===== src/rtl/tsens_seq_ctrl_if.sv =====
// Control/status bundle between the diode temperature sequencer and its front-end and consumer.
interface tsens_seq_ctrl_if #(
  parameter int N_CH  = 4,
  parameter int OUT_W = 8
);
  // One spare select bit so an out-of-range channel request reaches the sequencer and is flagged.
  localparam int CH_W = $clog2(N_CH) + 1;

  logic            en, start, cmp, ack;
  logic [CH_W-1:0] ch_sel;
  logic            pre_chrg, setup_bias, phi_dio, phi_big, cmp_p1, cmp_p2;
  logic            src_n, snk, busy, valid, err;
  logic [N_CH-1:0] ch_en;
  logic [OUT_W-1:0] code;

  modport master (
    output en, start, ch_sel, cmp, ack,
    input  pre_chrg, setup_bias, phi_dio, phi_big, cmp_p1, cmp_p2,
           src_n, snk, ch_en, busy, valid, code, err
  );
  modport slave (
    input  en, start, ch_sel, cmp, ack,
    output pre_chrg, setup_bias, phi_dio, phi_big, cmp_p1, cmp_p2,
           src_n, snk, ch_en, busy, valid, code, err
  );
endinterface


===== src/rtl/tsens_seq_ctrl.sv =====
// Switched-cap diode temperature sequencer: precharge, bias setup loop, N_CONV conversion
// decisions, ones-count result with valid/ack handshake. All outputs registered.
module tsens_seq_ctrl #(
  parameter int N_CH      = 4,
  parameter int T_PRE     = 11,
  parameter int T_DIODE   = 4,
  parameter int T_BIG     = 8,
  parameter int N_SETUP   = 6,
  parameter int SETUP_MAX = 63,
  parameter int N_CONV    = 255,
  parameter int OUT_W     = 8
) (
  input logic             clk,
  input logic             reset,
  tsens_seq_ctrl_if.slave bus
);
  localparam int CH_W = $clog2(N_CH) + 1;
  localparam int TM1  = (T_PRE > T_DIODE + 1) ? T_PRE : T_DIODE + 1;
  localparam int TMX  = (TM1 > T_BIG + 1) ? TM1 : T_BIG + 1;
  localparam int CW   = $clog2(TMX + 1);
  localparam int DMX  = (SETUP_MAX > N_CONV) ? SETUP_MAX : N_CONV;
  localparam int DW   = $clog2(DMX + 1);
  localparam int SW   = $clog2(N_SETUP + 1);

  localparam logic [CH_W-1:0]  CH_LIM   = CH_W'(N_CH);
  localparam logic [CW-1:0]    PRE_LAST = CW'(T_PRE - 1);
  localparam logic [CW-1:0]    DIO_ON   = CW'(T_DIODE);
  localparam logic [CW-1:0]    BIG_ON   = CW'(T_BIG);
  localparam logic [CW-1:0]    BIG_DEC  = CW'(T_BIG - 1);
  localparam logic [SW-1:0]    SET_DONE = SW'(N_SETUP);
  localparam logic [DW-1:0]    SET_LIM  = DW'(SETUP_MAX);
  localparam logic [DW-1:0]    CONV_LIM = DW'(N_CONV);
  localparam logic [OUT_W-1:0] ONES_MAX = '1;

  typedef enum logic [2:0] {IDLE, PRE, S_DIO, S_BIG, C_DIO, C_BIG, DONE} state_t;

  state_t           state_q, state_d;
  logic [CW-1:0]    cnt_q, cnt_d;
  logic [SW-1:0]    setup_q, setup_d;
  logic [DW-1:0]    dec_q, dec_d;
  logic [OUT_W-1:0] ones_q, ones_d, code_q, code_d;
  logic [CH_W-1:0]  ch_q, ch_d;
  logic             err_q, err_d;
  logic             pre_q, pre_d, bias_q, bias_d, dio_q, dio_d, big_q, big_d;
  logic             p1_q, p1_d, p2_q, p2_d, srcn_q, srcn_d, snk_q, snk_d;
  logic             busy_q, busy_d, valid_q, valid_d;
  logic [N_CH-1:0]  chen_q, chen_d;
  logic             dec_now;

  // Phase states hold len+1 cycles: switch on for len, then one all-off gap cycle.
  // The decision is taken on the last phi_big-high cycle; its pulse lands in the gap.
  assign dec_now = (state_q == S_BIG || state_q == C_BIG) && cnt_q == BIG_DEC;

  always_ff @(posedge clk or posedge reset) begin
    if (reset) begin
      state_q <= IDLE;  cnt_q  <= '0;  setup_q <= '0;  dec_q <= '0;
      ones_q  <= '0;    code_q <= '0;  ch_q    <= '0;  err_q <= 1'b0;
      pre_q   <= 1'b0;  bias_q <= 1'b0; dio_q  <= 1'b0; big_q <= 1'b0;
      p1_q    <= 1'b0;  p2_q   <= 1'b1; srcn_q <= 1'b1; snk_q <= 1'b0;
      busy_q  <= 1'b0;  valid_q <= 1'b0; chen_q <= '0;
    end else begin
      state_q <= state_d; cnt_q  <= cnt_d;  setup_q <= setup_d; dec_q <= dec_d;
      ones_q  <= ones_d;  code_q <= code_d; ch_q    <= ch_d;    err_q <= err_d;
      pre_q   <= pre_d;   bias_q <= bias_d; dio_q  <= dio_d;    big_q <= big_d;
      p1_q    <= p1_d;    p2_q   <= p2_d;   srcn_q <= srcn_d;   snk_q <= snk_d;
      busy_q  <= busy_d;  valid_q <= valid_d; chen_q <= chen_d;
    end
  end

  always_comb begin
    state_d = state_q;
    cnt_d   = cnt_q + 1'b1;
    setup_d = setup_q;
    dec_d   = dec_q;
    ones_d  = ones_q;
    ch_d    = ch_q;
    code_d  = code_q;
    err_d   = err_q;
    if (!bus.en) begin
      state_d = IDLE;
      cnt_d   = '0;
    end else begin
      case (state_q)
        IDLE, DONE: begin
          cnt_d = '0;
          if (bus.start) begin
            ch_d    = bus.ch_sel;
            setup_d = '0;
            dec_d   = '0;
            ones_d  = '0;
            if (bus.ch_sel >= CH_LIM) begin
              state_d = DONE;
              err_d   = 1'b1;
              code_d  = '0;
            end else begin
              state_d = PRE;
              err_d   = 1'b0;
            end
          end else if (state_q == DONE && bus.ack) begin
            state_d = IDLE;
          end
        end
        PRE: if (cnt_q == PRE_LAST) begin state_d = S_DIO; cnt_d = '0; end
        S_DIO: if (cnt_q == DIO_ON) begin state_d = S_BIG; cnt_d = '0; end
        C_DIO: if (cnt_q == DIO_ON) begin state_d = C_BIG; cnt_d = '0; end
        S_BIG: begin
          if (dec_now) begin
            dec_d = dec_q + 1'b1;
            if (!bus.cmp) setup_d = setup_q + 1'b1;
          end
          if (cnt_q == BIG_ON) begin
            cnt_d = '0;
            if (setup_q == SET_DONE) begin
              state_d = C_DIO;
              dec_d   = '0;
            end else if (dec_q == SET_LIM) begin
              state_d = DONE;
              err_d   = 1'b1;
              code_d  = '0;
            end else begin
              state_d = S_DIO;
            end
          end
        end
        C_BIG: begin
          if (dec_now) begin
            dec_d = dec_q + 1'b1;
            if (bus.cmp && ones_q != ONES_MAX) ones_d = ones_q + 1'b1;
          end
          if (cnt_q == BIG_ON) begin
            cnt_d = '0;
            if (dec_q == CONV_LIM) begin
              state_d = DONE;
              code_d  = ones_q;
            end else begin
              state_d = C_DIO;
            end
          end
        end
        default: begin state_d = IDLE; cnt_d = '0; end
      endcase
    end
  end

  // Outputs are decoded from the next state so the registered pins line up with the state.
  always_comb begin
    pre_d   = state_d == PRE;
    bias_d  = state_d == PRE || state_d == S_DIO || state_d == S_BIG;
    dio_d   = (state_d == S_DIO || state_d == C_DIO) && cnt_d < DIO_ON;
    big_d   = (state_d == S_BIG || state_d == C_BIG) && cnt_d < BIG_ON;
    busy_d  = !(state_d == IDLE || state_d == DONE);
    valid_d = state_d == DONE;
    chen_d  = busy_d ? (N_CH'(1) << ch_d) : '0;
    srcn_d  = !(bus.en && dec_now && bus.cmp);
    snk_d   = bus.en && dec_now && !bus.cmp;
    p1_d    = p1_q;
    if (!bus.en) p1_d = 1'b0;
    else if ((state_d == S_DIO || state_d == C_DIO) && cnt_d == '0) p1_d = !p1_q;
    p2_d    = !p1_d;
  end

  assign bus.pre_chrg   = pre_q;
  assign bus.setup_bias = bias_q;
  assign bus.phi_dio    = dio_q;
  assign bus.phi_big    = big_q;
  assign bus.cmp_p1     = p1_q;
  assign bus.cmp_p2     = p2_q;
  assign bus.src_n      = srcn_q;
  assign bus.snk        = snk_q;
  assign bus.ch_en      = chen_q;
  assign bus.busy       = busy_q;
  assign bus.valid      = valid_q;
  assign bus.code       = code_q;
  assign bus.err        = err_q;
endmodule


===== src/flat_wrapper.sv =====
// flat-port wrapper written by rule: the top's interface ports become plain ports
module tsens_seq_ctrl_flat 
#(
  parameter int N_CH      = 4,
  parameter int T_PRE     = 11,
  parameter int T_DIODE   = 4,
  parameter int T_BIG     = 8,
  parameter int N_SETUP   = 6,
  parameter int SETUP_MAX = 63,
  parameter int N_CONV    = 255,
  parameter int OUT_W     = 8
)
  (clk, reset, bus_en, bus_start, bus_ch_sel, bus_cmp, bus_ack, bus_pre_chrg, bus_setup_bias, bus_phi_dio, bus_phi_big, bus_cmp_p1, bus_cmp_p2, bus_src_n, bus_snk, bus_ch_en, bus_busy, bus_valid, bus_code, bus_err);
  tsens_seq_ctrl_if #(.N_CH(N_CH), .OUT_W(OUT_W)) bus_i ();
  input logic clk;
  input logic reset;
  input wire logic [$bits(bus_i.en)-1:0] bus_en;
  input wire logic [$bits(bus_i.start)-1:0] bus_start;
  input wire logic [$bits(bus_i.ch_sel)-1:0] bus_ch_sel;
  input wire logic [$bits(bus_i.cmp)-1:0] bus_cmp;
  input wire logic [$bits(bus_i.ack)-1:0] bus_ack;
  output wire logic [$bits(bus_i.pre_chrg)-1:0] bus_pre_chrg;
  output wire logic [$bits(bus_i.setup_bias)-1:0] bus_setup_bias;
  output wire logic [$bits(bus_i.phi_dio)-1:0] bus_phi_dio;
  output wire logic [$bits(bus_i.phi_big)-1:0] bus_phi_big;
  output wire logic [$bits(bus_i.cmp_p1)-1:0] bus_cmp_p1;
  output wire logic [$bits(bus_i.cmp_p2)-1:0] bus_cmp_p2;
  output wire logic [$bits(bus_i.src_n)-1:0] bus_src_n;
  output wire logic [$bits(bus_i.snk)-1:0] bus_snk;
  output wire logic [$bits(bus_i.ch_en)-1:0] bus_ch_en;
  output wire logic [$bits(bus_i.busy)-1:0] bus_busy;
  output wire logic [$bits(bus_i.valid)-1:0] bus_valid;
  output wire logic [$bits(bus_i.code)-1:0] bus_code;
  output wire logic [$bits(bus_i.err)-1:0] bus_err;
  assign bus_i.en = bus_en;
  assign bus_i.start = bus_start;
  assign bus_i.ch_sel = bus_ch_sel;
  assign bus_i.cmp = bus_cmp;
  assign bus_i.ack = bus_ack;
  assign bus_pre_chrg = bus_i.pre_chrg;
  assign bus_setup_bias = bus_i.setup_bias;
  assign bus_phi_dio = bus_i.phi_dio;
  assign bus_phi_big = bus_i.phi_big;
  assign bus_cmp_p1 = bus_i.cmp_p1;
  assign bus_cmp_p2 = bus_i.cmp_p2;
  assign bus_src_n = bus_i.src_n;
  assign bus_snk = bus_i.snk;
  assign bus_ch_en = bus_i.ch_en;
  assign bus_busy = bus_i.busy;
  assign bus_valid = bus_i.valid;
  assign bus_code = bus_i.code;
  assign bus_err = bus_i.err;
  tsens_seq_ctrl #(.N_CH(N_CH), .T_PRE(T_PRE), .T_DIODE(T_DIODE), .T_BIG(T_BIG), .N_SETUP(N_SETUP), .SETUP_MAX(SETUP_MAX), .N_CONV(N_CONV), .OUT_W(OUT_W)) u_core (.clk(clk), .reset(reset), .bus(bus_i));
endmodule

===== config.mk =====
export PLATFORM = sky130hd
export DESIGN_NAME = tsens_seq_ctrl_flat
export DESIGN_NICKNAME = d
export VERILOG_FILES = /design/src/rtl/tsens_seq_ctrl_if.sv /design/src/rtl/tsens_seq_ctrl.sv /design/src/flat_wrapper.sv
export SDC_FILE = /design/constraint.sdc
export NUM_CORES = 1
export LEC_CHECK = 0
export ABC_CLOCK_PERIOD_IN_PS = 5600
export BUFFER_PORTS_ARGS = -buffer_cell sky130_fd_sc_hd__buf_2
export CORE_AREA = 2 2 108 110
export CTS_CLUSTER_SIZE = 30
export DETAILED_ROUTE_END_ITERATION = 6
export DIE_AREA = 0 0 110 112
export PLACE_DENSITY = 0.4
export SYNTH_ARGS = -nofsm -noshare
export SYNTH_HDL_FRONTEND = slang
export SYNTH_SLANG_ARGS = --single-unit
export TNS_END_PERCENT = 50

===== constraint.sdc =====
create_clock -name clk -period 5.6 [get_ports clk]
set_clock_uncertainty 0.05 [all_clocks]
set_input_delay 1.12 -clock clk [delete_from_list [all_inputs] [get_ports clk]]
set_output_delay 1.12 -clock clk [all_outputs]
set_load 0.02 [all_outputs]

==> impl_metrics.env <==
export IMPL_fin_util_pct=28.5
export IMPL_dpl_hpwl_mm=4.39
export IMPL_cp_top_family="compound AO/OA/AOI/OAI gates"
export IMPL_holdPathStages=1
export IMPL_cts_sinks=52
export IMPL_relSlewSlack_pct=46.3
export IMPL_critPathCaptureType="register"
export IMPL_synth_edf_count=0
export IMPL_grt_max_degree=53
export IMPL_drtPass1Iterations=4
export IMPL_cts_tree="built"
export IMPL_slew_violations=0
export IMPL_cp_data_arrival_time_ps=3020
export IMPL_rr_endpoint="u_core.bus.ch_en[2]$_DFF_PP0_"
export IMPL_grt_overflow=0
export IMPL_port_buffers=31
export IMPL_critPathCapture="u_core.bus.ch_en[2]$_DFF_PP0_"
export IMPL_max_clock_path_buffers=2
export IMPL_slowest_delay_ps=770
export IMPL_routed_wl_mm=6.08
export IMPL_p_leak_nw=1.48
export IMPL_period_needed_ps=2910
export IMPL_setup_viol=0
export IMPL_maxCapViolCount=0
export IMPL_power_per_cell_area_mw_per_mm2=306
export IMPL_cp_start_kind="primary input"
export IMPL_placed_area_sq_mm=0.00304
export IMPL_gp_congestion=0.758
export IMPL_critical_path_max_fanout=6
export IMPL_cts_resized_gates=0
export IMPL_post_cts_repair_setup_buffers=0
export IMPL_critPathBufInv=1
export IMPL_diodes=0
export IMPL_layout_drive_gt1_share_pct=17.1
export IMPL_clk_latency_ps=290
export IMPL_reg2reg_from="u_core.state_q[2]$_DFF_PP0_"
export IMPL_yosys_warnings=0
export IMPL_hold_viol=0
export IMPL_fp_dieArea_sq_mm=0.0123
export IMPL_synth_seq_cells=52
export IMPL_yosysSeqAreaShare_pct=47.4
export IMPL_reg2reg_slack_ps=2900
export IMPL_viasPerCell=4.47
export IMPL_ys_async_sr_fraction_pct=100
export IMPL_worst_pin_slew_ps=805
export IMPL_setup_tns_ps=0
export IMPL_antenna_found_initial=0
export IMPL_crit_slowest_cell="a222oi_1"
export IMPL_grt_pass1_wl_mm=10.3
export IMPL_reg2reg_depth=6
export IMPL_fillers=1168
export IMPL_path_depth=7
export IMPL_area_growth_pct=15.7
export IMPL_layout_commonest_cell="dfrtp_1"
export IMPL_outcome="completed"
export IMPL_die_w_um=110
export IMPL_start_util_pct=24.6
export IMPL_cts_buffers_inserted=5
export IMPL_cp_required_ps=5710
export IMPL_crit_type="in -> reg"
export IMPL_core_area_sq_mm=0.0112
export IMPL_setup_ws_ps=2690
export IMPL_drt_iter0_markers=130
export IMPL_netlist_area_sq_mm=0.00275
export IMPL_num_rows=39
export IMPL_min_delay_path_class="reg -> reg"
export IMPL_period_share_pct=52.0
export IMPL_startpoint="bus_ch_sel[2]"
export IMPL_pin_count=32
export IMPL_drc_errors=0
export IMPL_dominantRegCellSynth="dfrtp_1"
export IMPL_yosysUniqueCellTypes=55
export IMPL_stdcell_area_sq_mm=0.00318
export IMPL_hold_buffers=0
export IMPL_drtAntennaViolNets=0
export IMPL_rsz0062_at_grt="no"
export IMPL_die_y_um=112
export IMPL_track_usage_pct=10.7
export IMPL_max_freq_ghz=0.343
export IMPL_pre_cts_slack_ps=2410
export IMPL_syn_nets=301
export IMPL_final_cell_mix="dfrtp_1, nand2_1, buf_2"
export IMPL_fin_nets=330
export IMPL_cts_htree_levels=2
export IMPL_vias=2048
export IMPL_wl_per_cell_um=13.3
export IMPL_peakVddDrop_mv=0.153
export IMPL_first_global_vias=2013
export IMPL_syn_inst=285
export IMPL_path_clk_slew_ps=70
export IMPL_cp_cell_sequence="buf_2 > nand2_1 > a21oi_1 > a222oi_1 > xor2_1 > o21bai_1 > nor4_1"
export IMPL_root_buffer="clkbuf_16"
export IMPL_avgSynthCellArea_sq_um=9.65
## worst reg2reg max path: cells and delay by family (launching register included)
family,cells,cell delay (ps)
AOI/OAI and AO/OA,2,1140
DFF,1,660
and+or+nand+nor,3,460
xor gates and xnor gates,1,260
## synth_stat cells, drive strengths merged, types with 6 or more instances
cell	instances	area share [%]
mux2i	12	4.4
a21oi	10	1.8
nor2	29	4.0
nor4	8	2.6
xor2	8	2.5
nor3	7	1.3
buf	6	1.4
nand2	32	4.4
inv	25	3.4
dfrtp	50	46
xnor2	10	3.2
ha	7	3.2
nand3	9	1.6
## state kept, by name (all words and copies together) (netlist names)
register / cells
u_core.bus.pre_chrg: 1
u_core.setup_q: 3
u_core.bus.phi_big: 1
u_core.bus.src_n: 1
u_core.bus.err: 1
u_core.bus.ch_en: 4
u_core.state_q: 3
u_core.bus.code: 8
u_core.bus.setup_bias: 1
u_core.ch_q: 3
u_core.bus.cmp_p2: 1
u_core.bus.cmp_p1: 1
u_core.dec_q: 8
u_core.bus.valid: 1
u_core.bus.phi_dio: 1
u_core.cnt_q: 4
u_core.bus.snk: 1
u_core.bus.busy: 1
u_core.ones_q: 8
## kinds of logic after synthesis
group	synth area share, %
fa+ha+maj	3.19
compound gates	10.8
mux	4.92
simple gates	22.5
flops	47.4
buf+inv	5.37
xor+xnor	5.74
## per-stage QoR
stage | power [mW] | hold WS (ps) | cells
after floorplan | 0.615 | 429 | 285
after global placement | 0.682 | 444 | 450
after detailed placement | 0.679 | 445 | 450
after CTS | 0.992 | 468 | 458
after global routing | 1.03 | 482 | 458
final | 0.974 | 457 | 458
## final cells by class
| class | instances | area (sq um) | share of cell area, % |
|---|---|---|---|
| tap | 143 | 179 | 5.62 |
| inverter | 25 | 93.8 | 2.95 |
| clock buffer | 6 | 129 | 4.05 |
| timing repair buffer | 32 | 163 | 5.11 |
| multi-input combinational | 198 | 1300 | 40.8 |
| clock inverter | 2 | 16.3 | 0.511 |
| sequential | 52 | 1300 | 41.0 |
## how the worst min path moves through the flow
stage / startpoint / endpoint / slack (ps)
2_1_floorplan: u_core.setup_q[1]$_DFFE_PP0P_ / u_core.setup_q[1]$_DFFE_PP0P_ / 430
3_3_place_gp: u_core.setup_q[1]$_DFFE_PP0P_ / u_core.setup_q[1]$_DFFE_PP0P_ / 440
5_1_grt: u_core.bus.cmp_p1$_DFF_PP0_ / u_core.bus.cmp_p1$_DFF_PP0_ / 480
6_report: u_core.bus.cmp_p1$_DFF_PP0_ / u_core.bus.cmp_p1$_DFF_PP0_ / 460
3_5_place_dp: u_core.bus.cmp_p1$_DFF_PP0_ / u_core.bus.cmp_p1$_DFF_PP0_ / 440
4_1_cts: u_core.bus.cmp_p1$_DFF_PP0_ / u_core.bus.cmp_p1$_DFF_PP0_ / 470
## power by group
part / internal, mW / switching [mW]
logic: 0.0778 / 0.142
clock network: 0.167 / 0.139
registers: 0.416 / 0.0314
## metal layers
layer  vias up  GRT usage, %  share of wire [%]
met5         -             0                  0
met4         0          2.78               0.48
met3         2          2.52                4.0
met2        42          15.3                 44
met1       969          15.9                 51
li1       1035             -                  -
No activity file was read; power rests on OpenSTA's default activity.
